### config.mk
export PLATFORM = sky130hd
export DESIGN_NAME = huff4x4_decoder
export DESIGN_NICKNAME = d
export VERILOG_FILES = /design/src/rtl/huff4x4_decoder.sv
export SDC_FILE = /design/constraint.sdc
export NUM_CORES = 1
export LEC_CHECK = 0
export BUFFER_PORTS_ARGS = -buffer_cell sky130_fd_sc_hd__buf_2
export CAP_MARGIN = 0
export CORE_ASPECT_RATIO = 0.6
export CORE_MARGIN = 2
export CORE_UTILIZATION = 40
export CTS_CLUSTER_SIZE = 40
export DETAILED_ROUTE_END_ITERATION = 7
export GPL_ROUTABILITY_DRIVEN = 1
export SLEW_MARGIN = 20
export SYNTH_ARGS = -nofsm -noshare
export SYNTH_HDL_FRONTEND = slang
export SYNTH_SLANG_ARGS = --single-unit
### constraint.sdc
create_clock -name phi1 -period 9.83 [get_ports phi1]
set_input_delay 1.4745 -clock phi1 [delete_from_list [all_inputs] [get_ports phi1]]
set_output_delay 1.4745 -clock phi1 [all_outputs]
set_load 0.01 [all_outputs]
### src/rtl/huff4x4_decoder.sv
// Serial Huffman decoder for 4x4 blocks: code accumulation, DC/AC control and lookup tables.
// Optional DC prediction is enabled by defining DC_PRED_EN.
module huff4x4_decoder #(
  parameter int unsigned MAX_LEN = 9,
  parameter int unsigned COEFF_W = 10
) (
  input  logic               phi1,
  input  logic               reset_b_s1,
  input  logic               bit_en_s1,
  input  logic               bitstream_s1,
  input  logic               rw1_en_s1,
  input  logic [4:0]         t1_addr_s1,
  input  logic [MAX_LEN-1:0] maxcode_v1,
  input  logic [5:0]         base_v1,
  input  logic               rw2_en_s1,
  input  logic [5:0]         t2_addr_s1,
  input  logic [3:0]         coeff_size_v1,
  input  logic [1:0]         run_length_v1,
  output logic [COEFF_W-1:0] coefficient_s2,
  output logic [3:0]         position_s2,
  output logic               valid_s2,
  output logic               new_block_s2
);

  localparam int unsigned T1_DEPTH = 32;
  localparam int unsigned T2_AW    = 6;
  localparam int unsigned T2_DEPTH = 64;
  localparam int unsigned LEN_W    = 4;
  localparam int unsigned POS_W    = 4;
  localparam int unsigned SIZE_W   = 4;
  localparam int unsigned RUN_W    = 2;

  typedef enum logic [1:0] {DC_CODE, DC_MAG, AC_CODE, AC_MAG} state_t;

  logic [MAX_LEN-1:0] maxcode_mem [T1_DEPTH];
  logic [T2_AW-1:0]   base_mem    [T1_DEPTH];
  logic [SIZE_W-1:0]  size_mem    [T2_DEPTH];
  logic [RUN_W-1:0]   run_mem     [T2_DEPTH];

  state_t             state_q, state_d;
  logic [MAX_LEN-2:0] code_q, code_d;
  logic [LEN_W-1:0]   len_q, len_d;
  logic [POS_W-1:0]   pos_q, pos_d;
  logic [SIZE_W-1:0]  size_q, size_d;
  logic [SIZE_W-1:0]  cnt_q, cnt_d;
  logic [COEFF_W-2:0] raw_q, raw_d;
  logic [COEFF_W-1:0] coef_d;
  logic [POS_W-1:0]   posout_d;
  logic               valid_d, nb_d;

  logic               is_dc;
  logic [MAX_LEN-1:0] code_new;
  logic [4:0]         t1_idx;
  logic [MAX_LEN-1:0] max_sel;
  logic [T2_AW-1:0]   base_sel, t2_idx;
  logic               match;
  logic [SIZE_W-1:0]  t2_size;
  logic [RUN_W-1:0]   t2_run;
  logic [POS_W:0]     pos_ext;
  logic [COEFF_W-1:0] raw_new, mag_off, mag_val, dc_in, dc_out;
  logic               mag_msb;

  // Table storage is never reset; contents survive reset_b_s1.
  always_ff @(posedge phi1) begin
    if (rw1_en_s1) begin
      maxcode_mem[t1_addr_s1] <= maxcode_v1;
      base_mem[t1_addr_s1]    <= base_v1;
    end
    if (rw2_en_s1) begin
      size_mem[t2_addr_s1] <= coeff_size_v1;
      run_mem[t2_addr_s1]  <= run_length_v1;
    end
  end

  // Lookup path: the code including the current bit is matched against its length's bound.
  assign is_dc    = (state_q == DC_CODE);
  assign code_new = {code_q, bitstream_s1};
  assign t1_idx   = {is_dc, len_q};
  assign max_sel  = maxcode_mem[t1_idx];
  assign base_sel = base_mem[t1_idx];
  assign match    = (code_new < max_sel);
  assign t2_idx   = base_sel + code_new[T2_AW-1:0];
  assign t2_size  = size_mem[t2_idx];
  assign t2_run   = run_mem[t2_idx];
  assign pos_ext  = (POS_W+1)'(pos_q) + (POS_W+1)'(t2_run) + (POS_W+1)'(1);

  // Magnitude: MSB clear means a negative value offset by 2^size - 1.
  assign raw_new = {raw_q, bitstream_s1};
  assign mag_msb = raw_new[size_q - SIZE_W'(1)];
  assign mag_off = COEFF_W'((32'd1 << size_q) - 32'd1);
  assign mag_val = mag_msb ? raw_new : (raw_new - mag_off);
  assign dc_in   = is_dc ? '0 : mag_val;

`ifdef DC_PRED_EN
  logic [COEFF_W-1:0] pred_q, pred_d;
  assign dc_out = pred_q + dc_in;
`else
  assign dc_out = dc_in;
`endif

  always_ff @(posedge phi1 or negedge reset_b_s1) begin
    if (!reset_b_s1) begin
      state_q        <= DC_CODE;
      code_q         <= '0;
      len_q          <= '0;
      pos_q          <= '0;
      size_q         <= '0;
      cnt_q          <= '0;
      raw_q          <= '0;
      coefficient_s2 <= '0;
      position_s2    <= '0;
      valid_s2       <= 1'b0;
      new_block_s2   <= 1'b0;
`ifdef DC_PRED_EN
      pred_q         <= '0;
`endif
    end else begin
      state_q        <= state_d;
      code_q         <= code_d;
      len_q          <= len_d;
      pos_q          <= pos_d;
      size_q         <= size_d;
      cnt_q          <= cnt_d;
      raw_q          <= raw_d;
      coefficient_s2 <= coef_d;
      position_s2    <= posout_d;
      valid_s2       <= valid_d;
      new_block_s2   <= nb_d;
`ifdef DC_PRED_EN
      pred_q         <= pred_d;
`endif
    end
  end

  always_comb begin
    state_d  = state_q;
    code_d   = code_q;
    len_d    = len_q;
    pos_d    = pos_q;
    size_d   = size_q;
    cnt_d    = cnt_q;
    raw_d    = raw_q;
    coef_d   = coefficient_s2;
    posout_d = position_s2;
    valid_d  = 1'b0;
    nb_d     = 1'b0;
`ifdef DC_PRED_EN
    pred_d   = pred_q;
`endif
    if (bit_en_s1) begin
      case (state_q)
        DC_CODE, AC_CODE: begin
          code_d = code_new[MAX_LEN-2:0];
          len_d  = len_q + LEN_W'(1);
          if (match) begin
            code_d = '0;
            len_d  = '0;
            if (is_dc) begin
              pos_d = '0;
              if (t2_size == '0) begin
                valid_d  = 1'b1;
                coef_d   = dc_out;
                posout_d = '0;
                state_d  = AC_CODE;
`ifdef DC_PRED_EN
                pred_d   = dc_out;
`endif
              end else begin
                size_d  = t2_size;
                cnt_d   = t2_size;
                raw_d   = '0;
                state_d = DC_MAG;
              end
            end else if ((t2_size == '0) && (t2_run == '0)) begin
              nb_d    = 1'b1;
              pos_d   = '0;
              state_d = DC_CODE;
            end else if (pos_ext[POS_W]) begin
              // Run would place the coefficient past the last position.
              nb_d    = 1'b1;
              pos_d   = '0;
              state_d = DC_CODE;
            end else if (t2_size == '0) begin
              pos_d = pos_ext[POS_W-1:0];
            end else begin
              pos_d   = pos_ext[POS_W-1:0];
              size_d  = t2_size;
              cnt_d   = t2_size;
              raw_d   = '0;
              state_d = AC_MAG;
            end
          end else if (len_q == LEN_W'(MAX_LEN - 1)) begin
            code_d  = '0;
            len_d   = '0;
            nb_d    = 1'b1;
            pos_d   = '0;
            state_d = DC_CODE;
          end
        end
        DC_MAG, AC_MAG: begin
          raw_d = raw_new[COEFF_W-2:0];
          cnt_d = cnt_q - SIZE_W'(1);
          if (cnt_q == SIZE_W'(1)) begin
            valid_d = 1'b1;
            if (state_q == DC_MAG) begin
              coef_d   = dc_out;
              posout_d = '0;
              state_d  = AC_CODE;
`ifdef DC_PRED_EN
              pred_d   = dc_out;
`endif
            end else begin
              coef_d   = mag_val;
              posout_d = pos_q;
              if (pos_q == POS_W'(15)) begin
                nb_d    = 1'b1;
                pos_d   = '0;
                state_d = DC_CODE;
              end else begin
                state_d = AC_CODE;
              end
            end
          end
        end
        default: state_d = DC_CODE;
      endcase
    end
  end

endmodule

Word level (Yosys, flattened, before mapping)
Memory sizes are Yosys's and may differ from the RTL's.
Cells that the tools add are included.
Storage, ports and cells
  bits in registers: 51
  memory bits (writable): 864
  bits of input ports: 38
  output and inout port bits: 16
  word-level logic and storage cells: 132
  memories: 4
Memories
  maxcode_mem: depth 32, bits a word 9, read ports 1, clocked after memory_dff 0, wr ports 1, RTL line 35  | logic [MAX_LEN-1:0] maxcode_mem [T1_DEPTH];
  size_mem: depth 64, bits a word 4, read ports 1, clocked after memory_dff 0, wr ports 1, RTL line 37  | logic [SIZE_W-1:0] size_mem [T2_DEPTH];
  base_mem: depth 32, bits a word 6, read ports 1, clocked after memory_dff 0, wr ports 1, RTL line 36  | logic [T2_AW-1:0] base_mem [T1_DEPTH];
  run_mem: depth 64, bits a word 2, read ports 1, clocked after memory_dff 0, wr ports 1, RTL line 38  | logic [RUN_W-1:0] run_mem [T2_DEPTH];
Cells by class
  add/subtract/negate cells: 8
  order comparisons: 2
  equal/unequal tests: 18
  shifts and indexed selects: 1
  muxes and demuxes: 76
  reductions and logical operators: 12
Operators by type and width (number)
  4-bit 2-to-1 mux: 24
  10-bit 2-to-1 mux: 7
  9-bit 2-to-1 mux: 5
  4-bit case mux with 2 select lines: 3
  2-bit 2-to-1 mux: 10
  10-bit case mux with 2 select lines: 1
  1-bit 2-to-1 mux: 19
  9-bit case mux with 2 select lines: 1
  8-bit 2-to-1 mux: 2
  2-bit != test (second input constant): 8
  5-bit AND reduction: 3
  1-bit by 4-bit left shift with 10-bit output (first input constant): 1
  10-bit by 1-bit subtractor with 10-bit output (second input constant): 1
  10-bit subtractor: 1
  9-bit less-than comparator: 1
  3-bit != test (second input constant): 3
  4-bit equality test (second input constant): 2
  4-bit AND reduction: 2
  4-bit by 1-bit subtractor with 4-bit output (second input constant): 2
  6-bit adder: 1
  6-bit != test (second input constant): 1
  4-bit by 2-bit adder with 5-bit output: 1
  5-bit by 1-bit adder with 5-bit output (second input constant): 1
  4-bit by 5-bit less-than comparator with 1-bit output (second input constant): 1
  12 further kinds: 16

Longest topological paths before layout
Gate-level depths: netlist of run 1.
An unclocked memory read counts as a cell.
  word-level depth: 12
  mapped depth: 30
  mapped depth without buffers: 23

Least setup slack after synthesis of run 1
OpenSTA, ideal clock, no wires.
  kind: register to register
  from: reg len_q[0]
  to: reg cnt_q[3]
  setup time: 0.078 ns
  arrival time: 6.659 ns
  data required time: 9.752 ns
  setup slack: 3.093 ns
  cell stages (with the launch flop): 29
  path buffers: 8
  period minus slack after synthesis: 6.737 ns
  path through: dfrtp_1 -> buf_6 -> buf_6 -> clkbuf_1 -> buf_1 -> mux4_2 -> mux4_2 -> nand2_1 -> nand2_1 -> ha_1 -> inv_1 -> fa_1 -> buf_2 -> buf_2 -> clkbuf_1 -> buf_2 -> mux4_2 -> nor2b_1 -> a2111oi_0 -> a211oi_1 -> mux2i_1 -> ha_1 -> inv_1 -> fa_1 -> nand3_1 -> nor2_1 -> or3_1 -> o31ai_1 -> o21bai_1
On the way
  longest elaborated chain between the ends: 10
  elaborated cells on any way between the ends: 21
  those cells by class: add/sub: 3; order compare: 1; eq/ne: 3; mux: 6; reduce/logical: 4; memory: 4
RTL lines
  from (decl): RTL line 42  | logic [LEN_W-1:0] len_q, len_d;
  from (signal assigned): RTL line 120  | len_q <= len_d;
  branches (longest 10 deep; another with memory read 32 x 6 bit)
  to (signal assigned): RTL line 123  | cnt_q <= cnt_d;
  to (decl): RTL line 45  | logic [SIZE_W-1:0] cnt_q, cnt_d;
Parallel ways; which one is timed is not known. The select of a mux whose other input is x is not followed.
A chain may end at the register's enable or synchronous reset.

Final worst setup path of run 1
  from: reg len_q[0]
  to: reg cnt_q[0]
The elaborated chain is that of the path after synthesis.

==> results of run 1 <==
-- cell usage after synthesis, types with 11 or more instances --
master,count,area share [%]
a211oi_1,11,0.22
a21oi_1,20,0.27
a22oi_1,14,0.28
buf_1,19,0.19
buf_2,23,0.31
clkbuf_1,31,0.31
dfrtp_1,51,3.4
edfxtp_1,864,70
ha_1,41,1.4
inv_1,26,0.26
mux2_2,20,0.61
mux2i_1,56,1.5
mux4_2,227,14
nand2_1,100,1.0
nand2b_1,14,0.24
nand3_1,31,0.42
nor2_1,135,1.4
nor2b_1,16,0.27
o21ai_0,18,0.24
-- worst max-delay path, stage by stage (launching register included) --
cell and delay [ps]:
dfrtp_4 1040, mux4_2 370, mux4_2 240, nand2_1 50, nand2_1 160, ha_4 160, inv_1 50, fa_4 1210
buf_4 720, mux4_2 400, mux2_2 270, o22ai_1 340, a211oi_1 130, mux2i_1 180, ha_1 160, inv_1 60
fa_1 480, nand3_1 140, nor2_1 90, nor3_2 660, o311ai_0 220
-- kinds of logic after synthesis --
logic type	after synthesis	share of synthesized area [%]
simple gates	345	4.22
flops	915	73.2
compound gates	160	3.26
mux	303	15.9
fa+ha+maj	44	1.54
xor+xnor	15	0.394
buf+inv	115	1.48
-- routing by layer --
metal | vias to the layer above | part of all wire (%)
met4 | 2 | 1.7
met5 | - | 0.015
met1 | 9939 | 47
met2 | 823 | 41
met3 | 113 | 9.5
li1 | 7965 | -
-- worst min path at each step --
| stage | from | to | cells past startpoint | slack, ps |
|---|---|---|---|---|
| after global placement | coefficient_s2[6] | coefficient_s2[6] | 1 | 470 |
| after global routing | coefficient_s2[2] | coefficient_s2[2] | 1 | 510 |
| after detailed placement | coefficient_s2[6] | coefficient_s2[6] | 1 | 470 |
| after CTS | coefficient_s2[6] | coefficient_s2[6] | 1 | 490 |
| final | coefficient_s2[2] | coefficient_s2[2] | 1 | 490 |
| after floorplan | code_q[7] | code_q[7] | 1 | 480 |
-- power groups by stage --
stage,clock [uW],sequential [uW],combinational (uW)
floorplan,0,4530,1030
global placement,0,4560,1420
detailed placement,0,4560,1440
CTS,3320,4480,1450
global route,3460,4490,1600
finish,3260,4480,1450
-- final cells by class --
type	count	area, um^2	share of cell area [%]
Inverter	26	97.6	0.233
Antenna cell	1	2.50	0.00599
Sequential cell	915	27200	65.1
Multi-Input combinational cell	867	9500	22.7
Timing Repair Buffer	110	696	1.66
Clock buffer	107	2300	5.51
Tap cell	1232	1540	3.69
Clock inverter	51	438	1.05
-- sequential cells by signal, indices dropped and copies added, names as in the netlist, 2 cells and up --
| register | count |
|---|---|
| pos_q | 4 |
| state_q | 2 |
| raw_q | 9 |
| coefficient_s2 | 10 |
| run_mem | 128 |
| position_s2 | 4 |
| maxcode_mem | 288 |
| size_q | 4 |
| code_q | 8 |
| cnt_q | 4 |
| size_mem | 256 |
| base_mem | 192 |
| len_q | 4 |
-- stage by stage --
step           power, uW  instances  instance area, um^2  hold WS [ps]
2_1_floorplan       5560       1897                37200           480
3_3_place_gp        5980       3150                39000           469
3_5_place_dp        6000       3150                39000           472
4_1_cts             9250       3308                41800           489
5_1_grt             9560       3308                41800           510
6_report            9200       3309                41800           490
==> reports/qor.tcl, run 1 <==
set qor(sequential_to_total_area_share_from_yosys_stat_pct) 73.2
set qor(post_layout_util_pct) 45.5
set qor(die_x_um) 398
set qor(netlist_instances) 1897
set qor(crit_path_start) {len_q[0]}
set qor(worst_pin_slew_ps) 1120
set qor(power_frac_clock_pct) 35.5
set qor(slew_violations) 0
set qor(async_reset_ff_share_pct) 5.57
set qor(postRouteWirelength_um) 87100
set qor(die_y_um) 240
set qor(via_count) 18842
set qor(io-pin-count) 54
set qor(most-common-layout-cells) {edfxtp_1, mux4_2, nor2_1, nand2_1, clkbuf_16}
set qor(slew_headroom_pct) 24.9
set qor(synth.net_count) 1979
set qor(critPathArrivalTime_ps) 7880
set qor(grt_pass1_wl_um) 128000
set qor(cts-htree-levels) 3
set qor(grt_max_degree) 65
set qor(first_global_vias) 18833
set qor(post_cts_hold_buffer_count) 0
set qor(core_um2) 91900
set qor(ys_ff_latch) 915
set qor(grtUsageMet2_pct) 24.6
set qor(rr_startpoint) {len_q[0]}
set qor(finalHoldViolCount) 0
set qor(fraction_of_layout_instances_using_a_drive_strength_above_1_pct) 25.7
set qor(hold_path.class) {flip-flop to flip-flop}
set qor(synthesis.area_per_instance_um2) 19.6
set qor(layout.cells.most_common) {edfxtp_1}
set qor(worst-endpoint-required_ps) 10300
set qor(outcome) {completed}
set qor(ir_drop_v) 0.000129
set qor(clock.fmax_mhz) 135
set qor(clock_sinks) 915
set qor(finalClockSkew_ps) 22.3
set qor(average_wire_per_standard_cell_um) 26.3
set qor(synth_top_flop_cell) {edfxtp_1}
set qor(final.fill_count) 7755
set qor(power_density_nw_per_um2) 220
set qor(dp_hpwl_um) 55600
set qor(yosysUniqueCellTypes) 72
set qor(unrepaired_setup_endpoints_after_global_routing) {false}
set qor(critPathKind) {flip-flop to flip-flop}
set qor(share_of_total_power_consumed_by_net_switching_pct) 26.0
set qor(use_met3_pct) 4.83
set qor(tritoncts_clock_tree) {done}
set qor(pwr-share-seq_pct) 48.7
set qor(clock_insertion_delay_worst_skew_ps) 640
set qor(worstSetupStartpointType) {flip-flop}
set qor(cts_setup_buffers) 0
set qor(drt-initial-drc-count) 2522
set qor(power_report.internal_total_uw) 6800
set qor(cts-resized-gates) 0
set qor(post-route-worst-setup-slack_ps) 2420
set qor(num-nets-final) 2088
set qor(placement.io_buffers) 53
set qor(timing.reg2reg.worst_path_depth) 20
set qor(top_usage_layer) {met1}
set qor(total_leakage_power_uw) 0.0134
set qor(timing.rr.end) {cnt_q[0]}
set qor(global_route.usage.met1_pct) 29.5
set qor(finalSetupTns_ps) 0
set qor(post-place-ws_ps) 2320
set qor(floorplan.rows) 86
set qor(grt_usage_pct) 18.4
set qor(report.final.setup_viol) 0
set qor(synth-warning-count) 0
set qor(initial_utilization_pct) 40.5
set qor(timing.final.crit_period_ps) 7410
set qor(switching_power_uw) 2390
set qor(die-area_um2) 95500
set qor(power.share.combinational_pct) 15.8
set qor(worstSetupEndpoint) {cnt_q[0]}
set qor(final.period_utilization_pct) 75.4
set qor(overflow) 0
set qor(viasPerCell) 5.69
set qor(antenna_violating_nets_post_route) 0
set qor(max-clock-path-buffers) 3
set qor(initial_antenna_violation_count) 3
set qor(synthesis.area_um2) 37200
set qor(synth_edf_count) 864
set qor(drt_drc_violations_left) 0
set qor(crit_path_end_kind) {flip-flop}
set qor(gpl_congestion) 0.832
set qor(regToRegSetupSlack_ps) 2420
set qor(area_delta_synth_final_pct) 12.5
set qor(maxCapViolations) 0
set qor(cts-buffers-inserted) 86
set qor(path_clk_slew_ps) 60
set qor(clock_tree_root_driver_cell) {clkbuf_16}
set qor(detail_route.first_pass.iterations) 7
set qor(crit_fanout) 52
(Power assumes the default switching activity.)
==> run 2: changes to the inputs <==
==> constraint.sdc (replaced) <==
create_clock -name phi1 -period 6.98 [get_ports phi1]
set_input_delay 1.047 -clock phi1 [delete_from_list [all_inputs] [get_ports phi1]]
set_output_delay 1.047 -clock phi1 [all_outputs]
set_load 0.01 [all_outputs]
==> run 2 against run 1 <==
  * Sequential share of layout area fell by 0.54 points
  * Setup slack got worse by 2000 ps
  * Sequential power rose by 41%
  * Worst hold slack improved by 2.8 ps
  * Critical endpoint is now cnt_q[2]
  * Clock power rose by 42%
  * First-iteration DRC count fell by 4.8%
  * Register-to-register slack got worse by 2000 ps
  * Flip-flop and latch count did not move
==> reports/qor.tcl, run 2 (synthesized netlist as in run 1, its figures left out) <==
set qor(outcome) {completed}
set qor(gpl_congestion) 0.834 ;# +0.19%
set qor(crit_path_largest_cell_delay_ps) 760 ;# -450 ps
set qor(finalClockSkew_ps) 32.2 ;# +9.84 ps
set qor(initial_antenna_violation_count) 5 ;# +2
set qor(placement.io_buffers) 53 ;# unchanged
set qor(layout.cells.most_common) {edfxtp_1}
set qor(drt_drc_violations_left) 0 ;# unchanged
set qor(slew_violations) 0 ;# unchanged
set qor(floorplan.rows) 86 ;# unchanged
set qor(place.detailed.instances) 3187 ;# +1.2%
set qor(unrepaired_setup_endpoints_after_global_routing) {false}
set qor(grt_pass1_wl_um) 132000 ;# +3.4%
set qor(dp_hpwl_um) 59600 ;# +7.1%
set qor(critPathArrivalTime_ps) 7110 ;# -770 ps
set qor(biggestRegsByFlops) {maxcode_mem: 288 flops, size_mem: 256 flops, base_mem: 192 flops}
set qor(total_leakage_power_uw) 0.0136 ;# +1.6%
set qor(die-area_um2) 95500 ;# unchanged
set qor(route.met3.wl_um) 8490 ;# +2.1%
set qor(timing.final.crit_period_ps) 6550 ;# -861 ps
set qor(core_um2) 91900 ;# unchanged
set qor(most-common-layout-cells) {edfxtp_1, mux4_2, nor2_1, nand2_1, buf_4}
set qor(clock.fmax_mhz) 153 ;# +13%
set qor(final.fill_count) 7702 ;# -0.68%
set qor(finalSetupTns_ps) 0 ;# unchanged
set qor(clock_insertion_delay_worst_skew_ps) 660 ;# +20 ps
set qor(maxCapViolations) 0 ;# unchanged
set qor(worstSetupStartpointType) {flip-flop}
set qor(drt-initial-drc-count) 2402 ;# -4.8%
set qor(area_delta_synth_final_pct) 13.4
set qor(viasPerCell) 5.76 ;# +1.1%
set qor(die_y_um) 240 ;# unchanged
set qor(finish.cell_count_without_fillers) 3344 ;# +1.1%
set qor(die_x_um) 398 ;# unchanged
set qor(crit_path_cell_trace) {buf_4 -> mux4_2 -> mux4_2 -> nand2_1 -> nand2_1 -> ha_1 -> nor2b_1 -> o21a_1 -> o21ai_1 -> nand3_2 -> o22ai_1 -> a211oi_1 -> mux2i_1 -> ha_1 -> inv_1 -> fa_1 -> nand3_1 -> nor2_1 -> or3_1 -> nor2_1 -> a221oi_1 -> o31ai_1}
set qor(fin_hold_ws_ps) 493 ;# +2.80 ps
set qor(clock_tree_root_driver_cell) {clkbuf_16}
set qor(finalHoldViolCount) 0 ;# unchanged
set qor(largest_register_ffs) 288 ;# unchanged
set qor(ir_drop_v) 0.000169 ;# +31%
set qor(critPathKind) {flip-flop to flip-flop}
set qor(detailroute.wirelength.met2_um) 36400 ;# +1.1%
set qor(max-clock-path-buffers) 3 ;# unchanged
set qor(worst-endpoint-required_ps) 7540 ;# -2760 ps
set qor(cts-htree-levels) 3 ;# unchanged
set qor(min_path_cells) 1 ;# unchanged
set qor(report.final.setup_viol) 0 ;# unchanged
set qor(crit_fanout) 24 ;# -54%
set qor(postRouteWirelength_um) 90100 ;# +3.4%
set qor(gate_family_responsible_for_the_most_delay_along_the_worst_path) {simple AND/OR/NAND/NOR gates}
set qor(cp_num_buf_inv) 2 ;# -1
set qor(crit_path_end_kind) {flip-flop}
set qor(clock_sinks) 915 ;# unchanged
set qor(slew_headroom_pct) 37.4 ;# +12 points
set qor(average_wire_per_standard_cell_um) 27.0 ;# +2.3%
set qor(via_count) 19260 ;# +2.2%
set qor(io-pin-count) 54 ;# unchanged
set qor(number_of_cells_on_the_critical_path) 22 ;# +10%
set qor(grt_max_degree) 65 ;# unchanged
set qor(cts-buffers-inserted) 85 ;# -1.2%
set qor(path_clk_slew_ps) 60 ;# about the same
set qor(initial_utilization_pct) 40.5 ;# unchanged
set qor(max_flop_register) {maxcode_mem}
set qor(num-nets-final) 2124 ;# +1.7%
set qor(timing.reg2reg.worst_path_depth) 22 ;# +10%
set qor(grt_usage_pct) 19.1 ;# +0.74 points
set qor(hold_path.class) {flip-flop to flip-flop}
set qor(cell_at_the_slowest_stage_of_the_critical_path) {dfrtp_4}
set qor(overflow) 0 ;# unchanged
set qor(power_density_nw_per_um2) 310 ;# +41%
set qor(fraction_of_layout_instances_using_a_drive_strength_above_1_pct) 26.5 ;# +0.81 points
set qor(final.period_utilization_pct) 93.9 ;# +18 points
set qor(top_layer_used) {met5}
set qor(first_global_vias) 19046 ;# +1.1%
set qor(tritoncts_clock_tree) {done}
set qor(antenna_violating_nets_post_route) 0 ;# unchanged
set qor(detail_route.first_pass.iterations) 5 ;# -2
set qor(met1_length_um) 44200 ;# +6.8%
set qor(worst_pin_slew_ps) 913 ;# -204 ps
set qor(cts_setup_buffers) 0 ;# unchanged
-- run 2: final timing paths --
path	to	from	slack (ps)
max in group asynchronous	len_q[0]	reset_b_s1	5930
min	coefficient_s2[4]	coefficient_s2[4]	490
max reg2reg	cnt_q[2]	len_q[0]	430
max	cnt_q[2]	len_q[0]	430
min reg2reg	coefficient_s2[4]	coefficient_s2[4]	490
min in group asynchronous	coefficient_s2[7]	reset_b_s1	500
-- run 2: stage by stage --
step	area, um^2	power [uW]	util [%]	worst slack, ps
3_3_place_gp	39400	8490	42.9	305
4_1_cts	42100	13200	45.8	188
5_1_grt	42200	13600	45.9	134
3_5_place_dp	39400	8550	42.9	238
2_1_floorplan	37200	7820	-	243
6_report	42200	13100	45.9	428
-- run 2: repair_timing --
action | 4_1_cts | 5_1_grt
hold buffers | 0 | 0
setup endpoints to repair | 0 | 17
gates resized for setup | 0 | 4
-- run 2: worst register-to-register path, cell delays in order (launching register included) --
cell and delay, ps:
dfrtp_4 760, buf_4 290, mux4_2 510, mux4_2 480, nand2_1 100, nand2_1 80, ha_1 370, nor2b_1 170
o21a_1 180, o21ai_1 520, nand3_2 440, o22ai_1 560, a211oi_1 140, mux2i_1 170, ha_1 160, inv_1 60
fa_1 460, nand3_1 140, nor2_1 100, or3_1 380, nor2_1 200, a221oi_1 70, o31ai_1 90
-- run 2: cell type report --
cell class	count	area (um^2)	share of cell area, %
Timing Repair Buffer	147	1030	2.44
Multi-Input combinational cell	867	9520	22.6
Inverter	26	97.6	0.232
Tap cell	1232	1540	3.66
Sequential cell	915	27200	64.6
Clock inverter	47	448	1.06
Antenna cell	1	2.50	0.00594
Clock buffer	109	2290	5.43
-- run 2: power breakdown --
| part | internal [uW] | switching [uW] |
|---|---|---|
| Sequential | 6150 | 156 |
| Combinational | 911 | 1240 |
| Clock | 2620 | 2000 |
-- run 2: metal layers --
| layer | vias to the layer above | global-route usage, % |
|---|---|---|
| met5 | - | 0 |
| met4 | 2 | 3.17 |
| met3 | 103 | 4.98 |
| met2 | 856 | 25.1 |
| met1 | 10246 | 31.6 |
| li1 | 8053 | - |
